`src/rtl/clkdiv_pkg.sv`:
```
// Shared types and helpers for the divided-clock monitor.
// The monitor FSM state encoding and the saturating counter ceiling live here.
package clkdiv_pkg;

    typedef enum logic [2:0] {
        IDLE,
        ACQ,
        TRACK,
        LOCKED,
        STALL
    } mon_state_t;

    // All-ones value of a WIDTH+1 bit counter (CNT_MAX = 2^(WIDTH+1)-1).
    function automatic int unsigned cnt_max(input int unsigned width);
        return (32'd1 << (width + 1)) - 32'd1;
    endfunction

endpackage

```
`src/rtl/clkdiv_period_meas.sv`:
```
// Edge detector and saturating half-period counter for the monitored clock.
// Produces the edge strobe, the length of the half period ending this cycle, and timeout.
module clkdiv_period_meas
    import clkdiv_pkg::*;
#(
    parameter int unsigned WIDTH   = 7,
    parameter int unsigned TIMEOUT = 64
) (
    input  logic             clk,
    input  logic             rst,
    input  logic             clear,
    input  logic             clk_in,
    output logic             edge_seen,
    output logic [WIDTH:0]   measured,
    output logic             timeout
);

    localparam int unsigned    CW      = WIDTH + 1;
    localparam logic [WIDTH:0] CNT_MAX = CW'(cnt_max(WIDTH));
    localparam logic [WIDTH:0] TO_LAST = CW'(TIMEOUT - 1);

    logic           clk_in_d;
    logic [WIDTH:0] cnt;
    logic [WIDTH:0] cnt_inc;

    assign edge_seen = clk_in ^ clk_in_d;
    assign cnt_inc   = (cnt == CNT_MAX) ? CNT_MAX : cnt + 1'b1;
    // The edge cycle itself is part of the half period, hence cnt+1.
    assign measured  = cnt_inc;
    assign timeout   = (cnt == TO_LAST) && !edge_seen;

    always_ff @(posedge clk or negedge rst) begin
        if (!rst) begin
            clk_in_d <= 1'b0;
            cnt      <= '0;
        end else begin
            clk_in_d <= clk_in;
            if (clear || edge_seen) begin
                cnt <= '0;
            end else begin
                cnt <= cnt_inc;
            end
        end
    end

endmodule

```
`src/rtl/clkdiv_monitor.sv`:
```
// Receive-side checker for the even-ratio divided clock: measures each half period
// and reports lock, wrong-length pulses and stall to the AGC control logic.
module clkdiv_monitor
    import clkdiv_pkg::*;
#(
    parameter int unsigned N        = 2,
    parameter int unsigned WIDTH    = 7,
    parameter int unsigned LOCK_CNT = 4,
    parameter int unsigned TIMEOUT  = 64
) (
    input  logic           clk,
    input  logic           rst,
    input  logic           start,
    input  logic           clk_in,
    output logic           locked,
    output logic           err,
    output logic           stall,
    output logic [WIDTH:0] half_period
);

    localparam int unsigned    CW     = WIDTH + 1;
    localparam logic [WIDTH:0] N_V    = CW'(N);
    localparam logic [WIDTH:0] LOCK_V = CW'(LOCK_CNT);

    mon_state_t     state, state_n;
    logic [WIDTH:0] good_cnt, good_cnt_n;
    logic [WIDTH:0] good_inc;
    logic           locked_n, err_n, stall_n;
    logic [WIDTH:0] half_period_n;

    logic           edge_seen;
    logic           timeout;
    logic [WIDTH:0] measured;
    logic           cnt_clear;

    assign cnt_clear = (state == IDLE) || !start;
    assign good_inc  = good_cnt + 1'b1;

    clkdiv_period_meas #(
        .WIDTH   (WIDTH),
        .TIMEOUT (TIMEOUT)
    ) u_meas (
        .clk       (clk),
        .rst       (rst),
        .clear     (cnt_clear),
        .clk_in    (clk_in),
        .edge_seen (edge_seen),
        .measured  (measured),
        .timeout   (timeout)
    );

    always_ff @(posedge clk or negedge rst) begin
        if (!rst) begin
            state       <= IDLE;
            good_cnt    <= '0;
            locked      <= 1'b0;
            err         <= 1'b0;
            stall       <= 1'b0;
            half_period <= '0;
        end else begin
            state       <= state_n;
            good_cnt    <= good_cnt_n;
            locked      <= locked_n;
            err         <= err_n;
            stall       <= stall_n;
            half_period <= half_period_n;
        end
    end

    always_comb begin
        state_n       = state;
        good_cnt_n    = good_cnt;
        locked_n      = locked;
        err_n         = 1'b0;
        stall_n       = stall;
        half_period_n = half_period;

        if (!start) begin
            // Disable wins over everything but reset; half_period deliberately holds.
            state_n    = IDLE;
            good_cnt_n = '0;
            locked_n   = 1'b0;
            stall_n    = 1'b0;
        end else begin
            case (state)
                IDLE: begin
                    locked_n   = 1'b0;
                    stall_n    = 1'b0;
                    good_cnt_n = '0;
                    state_n    = ACQ;
                end
                ACQ: begin
                    if (edge_seen) begin
                        state_n    = TRACK;
                        good_cnt_n = '0;
                    end else if (timeout) begin
                        state_n  = STALL;
                        stall_n  = 1'b1;
                        locked_n = 1'b0;
                    end
                end
                TRACK: begin
                    if (edge_seen) begin
                        half_period_n = measured;
                        if (measured == N_V) begin
                            good_cnt_n = good_inc;
                            if (good_inc == LOCK_V) begin
                                state_n  = LOCKED;
                                locked_n = 1'b1;
                            end
                        end else begin
                            err_n      = 1'b1;
                            good_cnt_n = '0;
                        end
                    end else if (timeout) begin
                        state_n  = STALL;
                        stall_n  = 1'b1;
                        locked_n = 1'b0;
                    end
                end
                LOCKED: begin
                    if (edge_seen) begin
                        half_period_n = measured;
                        if (measured != N_V) begin
                            err_n      = 1'b1;
                            locked_n   = 1'b0;
                            good_cnt_n = '0;
                            state_n    = TRACK;
                        end
                    end else if (timeout) begin
                        locked_n = 1'b0;
                        stall_n  = 1'b1;
                        state_n  = STALL;
                    end
                end
                STALL: begin
                    stall_n  = 1'b1;
                    locked_n = 1'b0;
                    if (edge_seen) begin
                        state_n       = TRACK;
                        stall_n       = 1'b0;
                        good_cnt_n    = '0;
                        half_period_n = measured;
                    end
                end
                default: begin
                    state_n = IDLE;
                end
            endcase
        end
    end

endmodule

```
`config.mk`:
```
export PLATFORM = sky130hd
export DESIGN_NAME = clkdiv_monitor
export DESIGN_NICKNAME = d
export VERILOG_FILES = /design/src/rtl/clkdiv_pkg.sv /design/src/rtl/clkdiv_period_meas.sv /design/src/rtl/clkdiv_monitor.sv
export SDC_FILE = /design/constraint.sdc
export NUM_CORES = 1
export LEC_CHECK = 0
export CAP_MARGIN = 10
export CORE_MARGIN = 1
export CORE_UTILIZATION = 45
export DETAILED_ROUTE_END_ITERATION = 16
export GPL_ROUTABILITY_DRIVEN = 0
export RECOVER_POWER = 25
export SLEW_MARGIN = 20
export SYNTH_ARGS = -nofsm -noshare
export SYNTH_HDL_FRONTEND = slang
export SYNTH_SLANG_ARGS = --single-unit
export TNS_END_PERCENT = 5
```
`constraint.sdc`:
```
create_clock -name clk -period 5.71 [get_ports clk]
set_input_delay 1.4275 -clock clk [delete_from_list [all_inputs] [get_ports clk]]
set_output_delay 1.4275 -clock clk [all_outputs]
set_load 0.01 [all_outputs]
```
==> results.tsv <==
stage	metric	value	unit
floorplan	io_pins	15	
route	dr.pass1.iters	4	
global_routing	grt_antenna_before_repair	0	
power_and_ir_drop	vdd_drop_max	0.0001969	V
power_and_ir_drop	finalPower	0.5470	mW
floorplan	die_w	65.37	um
floorplan	dieArea	4273	sq um
sta	fin_crit_sh	0.5868	
setup_path	crit_arrival	3520	ps
route	remaining_drc_errors	0	
synth	ys_warn_count	0	
cts	cts_sinks	31	
power_and_ir_drop	power.share.switching	0.2583	
global_routing	grt_pass1_vias	1351	
sta	fin_hold_ws	478.9	ps
power_and_ir_drop	combinationalPowerShare	0.146	
layout	area_delta_synth_final	14.06	%
setup_path	slowest_stage	nor3_2	
cts	cts_tree	built	
sta	finClkSkew	5.683	ps
layout	fin_area	2061	sq um
synth	synth_cell_type_count	57	
layout	diodes	0	
sta	worstMarginPinSlew	1681	ps
setup_path	worstPathMaxFanout	10	
route	wirelength	3719	um
synth	synthCells	191	
cts	cts_resized	0	
power_and_ir_drop	seqPwrFrac	0.449	
setup_path	timing.rr.end	good_cnt[5]	
power_and_ir_drop	p_int	0.4057	mW
route	dr.first_iter.drc_count	140	
layout	final_common_cell	dfrtp_1	
route	num_vias	1471	
global_routing	grt-ovfl-total	0	
route	ant_nets	0	
flow_run	cap_violations	1	
sta	setup_tns	0	ps
floorplan	num_rows	22	
sta	max_freq	298.4	MHz
sta	final.min_clock_period	3351	ps
layout	register_area	775.7	sq um
global_routing	grt_pass1_wl	6513	um
cts	cts_setup_buffers	0	
layout	drive_above_1_share	0.1275	
setup_path	r2r_start	u_meas.cnt[0]	
layout	stdcell_count	252	
power_and_ir_drop	powerDensity	265.4	nW/um^2
setup_path	rrSetupSlack	3070	ps
setup_path	worst-endpoint-required	5880	ps
synth	syn-num-nets	198	
outcome	outcome	finished with violations	
outcome	violations	max-capacitance violations, max-slew violations	
sta	hold_viol	0	
synth	synth-seq-cells	31	
power_and_ir_drop	p_leak	0.8189	nW
floorplan	core	3744	sq um
route	drt-wirelength-per-cell	14.76	um
cts	clk_pin_slew_worst_paths	70	ps
sta	relSlewSlack	-0.1208	
min_path	holdCritStartpoint	half_period[0]	
min_path	min_to	half_period[0]	
global_routing	grt_max_degree	32	
synth	yosysSeqAreaShare	0.4294	
setup_path	start_kind	input pin	
layout	fill_cells	370	
setup_path	max_stage_delay	670	ps
setup_path	crit_type	input pin to flip-flop	
layout	multiInputGateArea	922.1	sq um
cts	cts-htree-levels	2	
min_path	min_path_cells	1	
cts	clk_latency	280	ps
cts	hold_buffers	0	
synth	postSynthAreaPerCell	9.459	sq um
sta	setup_viol	0	
global_routing	grt_usage	0.2029	
cts	numCtsBuffers	5	
layout	final_nets	210	
cts	clockBufferDepth	2	
power_and_ir_drop	p_clk_frac	0.405	
placed_design	dpl-instance-area	1947	sq um
sta	slew_viol_final	32	
setup_path	ff2ff_path_depth	6	
setup_path	cp-end-kind	flip-flop	
cts	cts-root-buf	clkbuf_8	
floorplan	die_h	65.37	um
power_and_ir_drop	p_sw	0.1413	mW
synth	synth_edf_count	0	
synth	async_reset_ff_frac	1.000	
min_path	hold_path_class	flip-flop to flip-flop	
placed_design	dp_hpwl	2656	um
placed_design	dp.cells	244	
synth	netlist_area	1807	sq um
placed_design	numPortBuffers	14	
layout	layout_common_cells	dfrtp_1 (31), nand2_1 (18), nor2_1 (17)	
setup_path	crit_chain	clkdlybuf4s50_1 -> inv_1 -> nor3_2 -> nand4_2 -> o31ai_1	
synth	synth_flop_cell	dfrtp_1	
route	routed_via_density	5.837	
sta	rsz0062_at_grt	no	
floorplan	initial_core_util	0.4826	
[synthesized netlist by cell type (2+ instances only)]
cell | n | area, sq um
a21o_1 | 3 | 22.52
dfrtp_1 | 31 | 775.7
o31ai_1 | 3 | 22.52
xnor2_1 | 2 | 17.52
nor2_1 | 17 | 63.81
xor2_1 | 2 | 17.52
nor3_1 | 3 | 15.01
and3_2 | 2 | 15.01
and3_1 | 4 | 25.02
a41oi_1 | 4 | 35.03
inv_1 | 11 | 41.29
ha_1 | 3 | 37.54
o2111ai_1 | 2 | 17.52
or2_2 | 2 | 12.51
o21ai_0 | 11 | 55.05
o22ai_1 | 3 | 18.77
buf_2 | 3 | 15.01
a32oi_1 | 4 | 35.03
and4_2 | 2 | 20.02
clkbuf_1 | 3 | 11.26
nand4_1 | 10 | 62.56
nand3_1 | 6 | 30.03
o21a_1 | 2 | 15.01
o211ai_1 | 2 | 15.01
nand2_1 | 18 | 67.56
buf_6 | 3 | 33.78
a21oi_1 | 5 | 25.02
[per-layer routing]
| metal | part of all wire | track usage | vias up |
|---|---|---|---|
| met4 | 0.0091 | 0.07065 | 0 |
| met5 | 0 | 0 | - |
| met1 | 0.50 | 0.2903 | 690 |
| li1 | - | - | 740 |
| met2 | 0.44 | 0.2990 | 36 |
| met3 | 0.044 | 0.04688 | 5 |
[final cells by class]
class,instances,share of cell area
clock inverter,2,0.01700
clock buffer,6,0.04007
timing repair buffer,15,0.06982
multi-input combinational,139,0.4475
tap,48,0.02914
sequential,31,0.3764
inverter,11,0.02004
[worst max-delay path, delay by kind of cell]
kind	cells	cell delay (ps)
AOI/OAI and AO/OA	1	370
buffers and inverters	2	750
and+or+nand+nor	2	970
[logic make-up (layout without fill, tap and decap cells)]
family / count (synthesis) / after routing / share of synthesized area
buffers and inverters: 21 / 34 / 0.06025
AOI/OAI and AO/OA: 50 / 50 / 0.1988
and+or+nand+nor: 81 / 81 / 0.2652
xor gates and xnor gates: 4 / 4 / 0.01939
DFF: 31 / 31 / 0.4294
adders and majority gates: 4 / 4 / 0.02701
[power by group through the flow]
stage | Sequential, mW | Clock [mW] | Combinational, mW
global placement | 0.249 | 0 | 0.0799
finish | 0.246 | 0.222 | 0.0799
floorplan | 0.245 | 0 | 0.0566
detailed placement | 0.249 | 0 | 0.0807
global route | 0.248 | 0.237 | 0.0885
CTS | 0.245 | 0.225 | 0.0810
[worst max path at each step]
stage | start | to | slack (ps) | depth (start not counted)
6_report | start | good_cnt[5] | 2360 | 5
5_1_grt | rst | good_cnt[2] | 2180 | 2
4_1_cts | start | good_cnt[5] | 2410 | 5
3_5_place_dp | start | good_cnt[5] | 2190 | 5
3_3_place_gp | start | good_cnt[4] | 2320 | 5
2_1_floorplan | clk_in | good_cnt[1] | 3060 | 6
[registers in the layout (all words and copies together) (netlist names)]
signal and cells:
err 1, good_cnt 8, half_period 8, locked 1
stall 1, state 3, u_meas.clk_in_d 1, u_meas.cnt 8
[metrics by stage]
stage               setup slack (ps)  utilization
floorplan                       3058            -
global placement                2316       0.5201
detailed placement              2187       0.5201
CTS                             2406       0.5515
global route                    2181       0.5505
finish                          2359       0.5505
(Power assumes the default switching activity.)
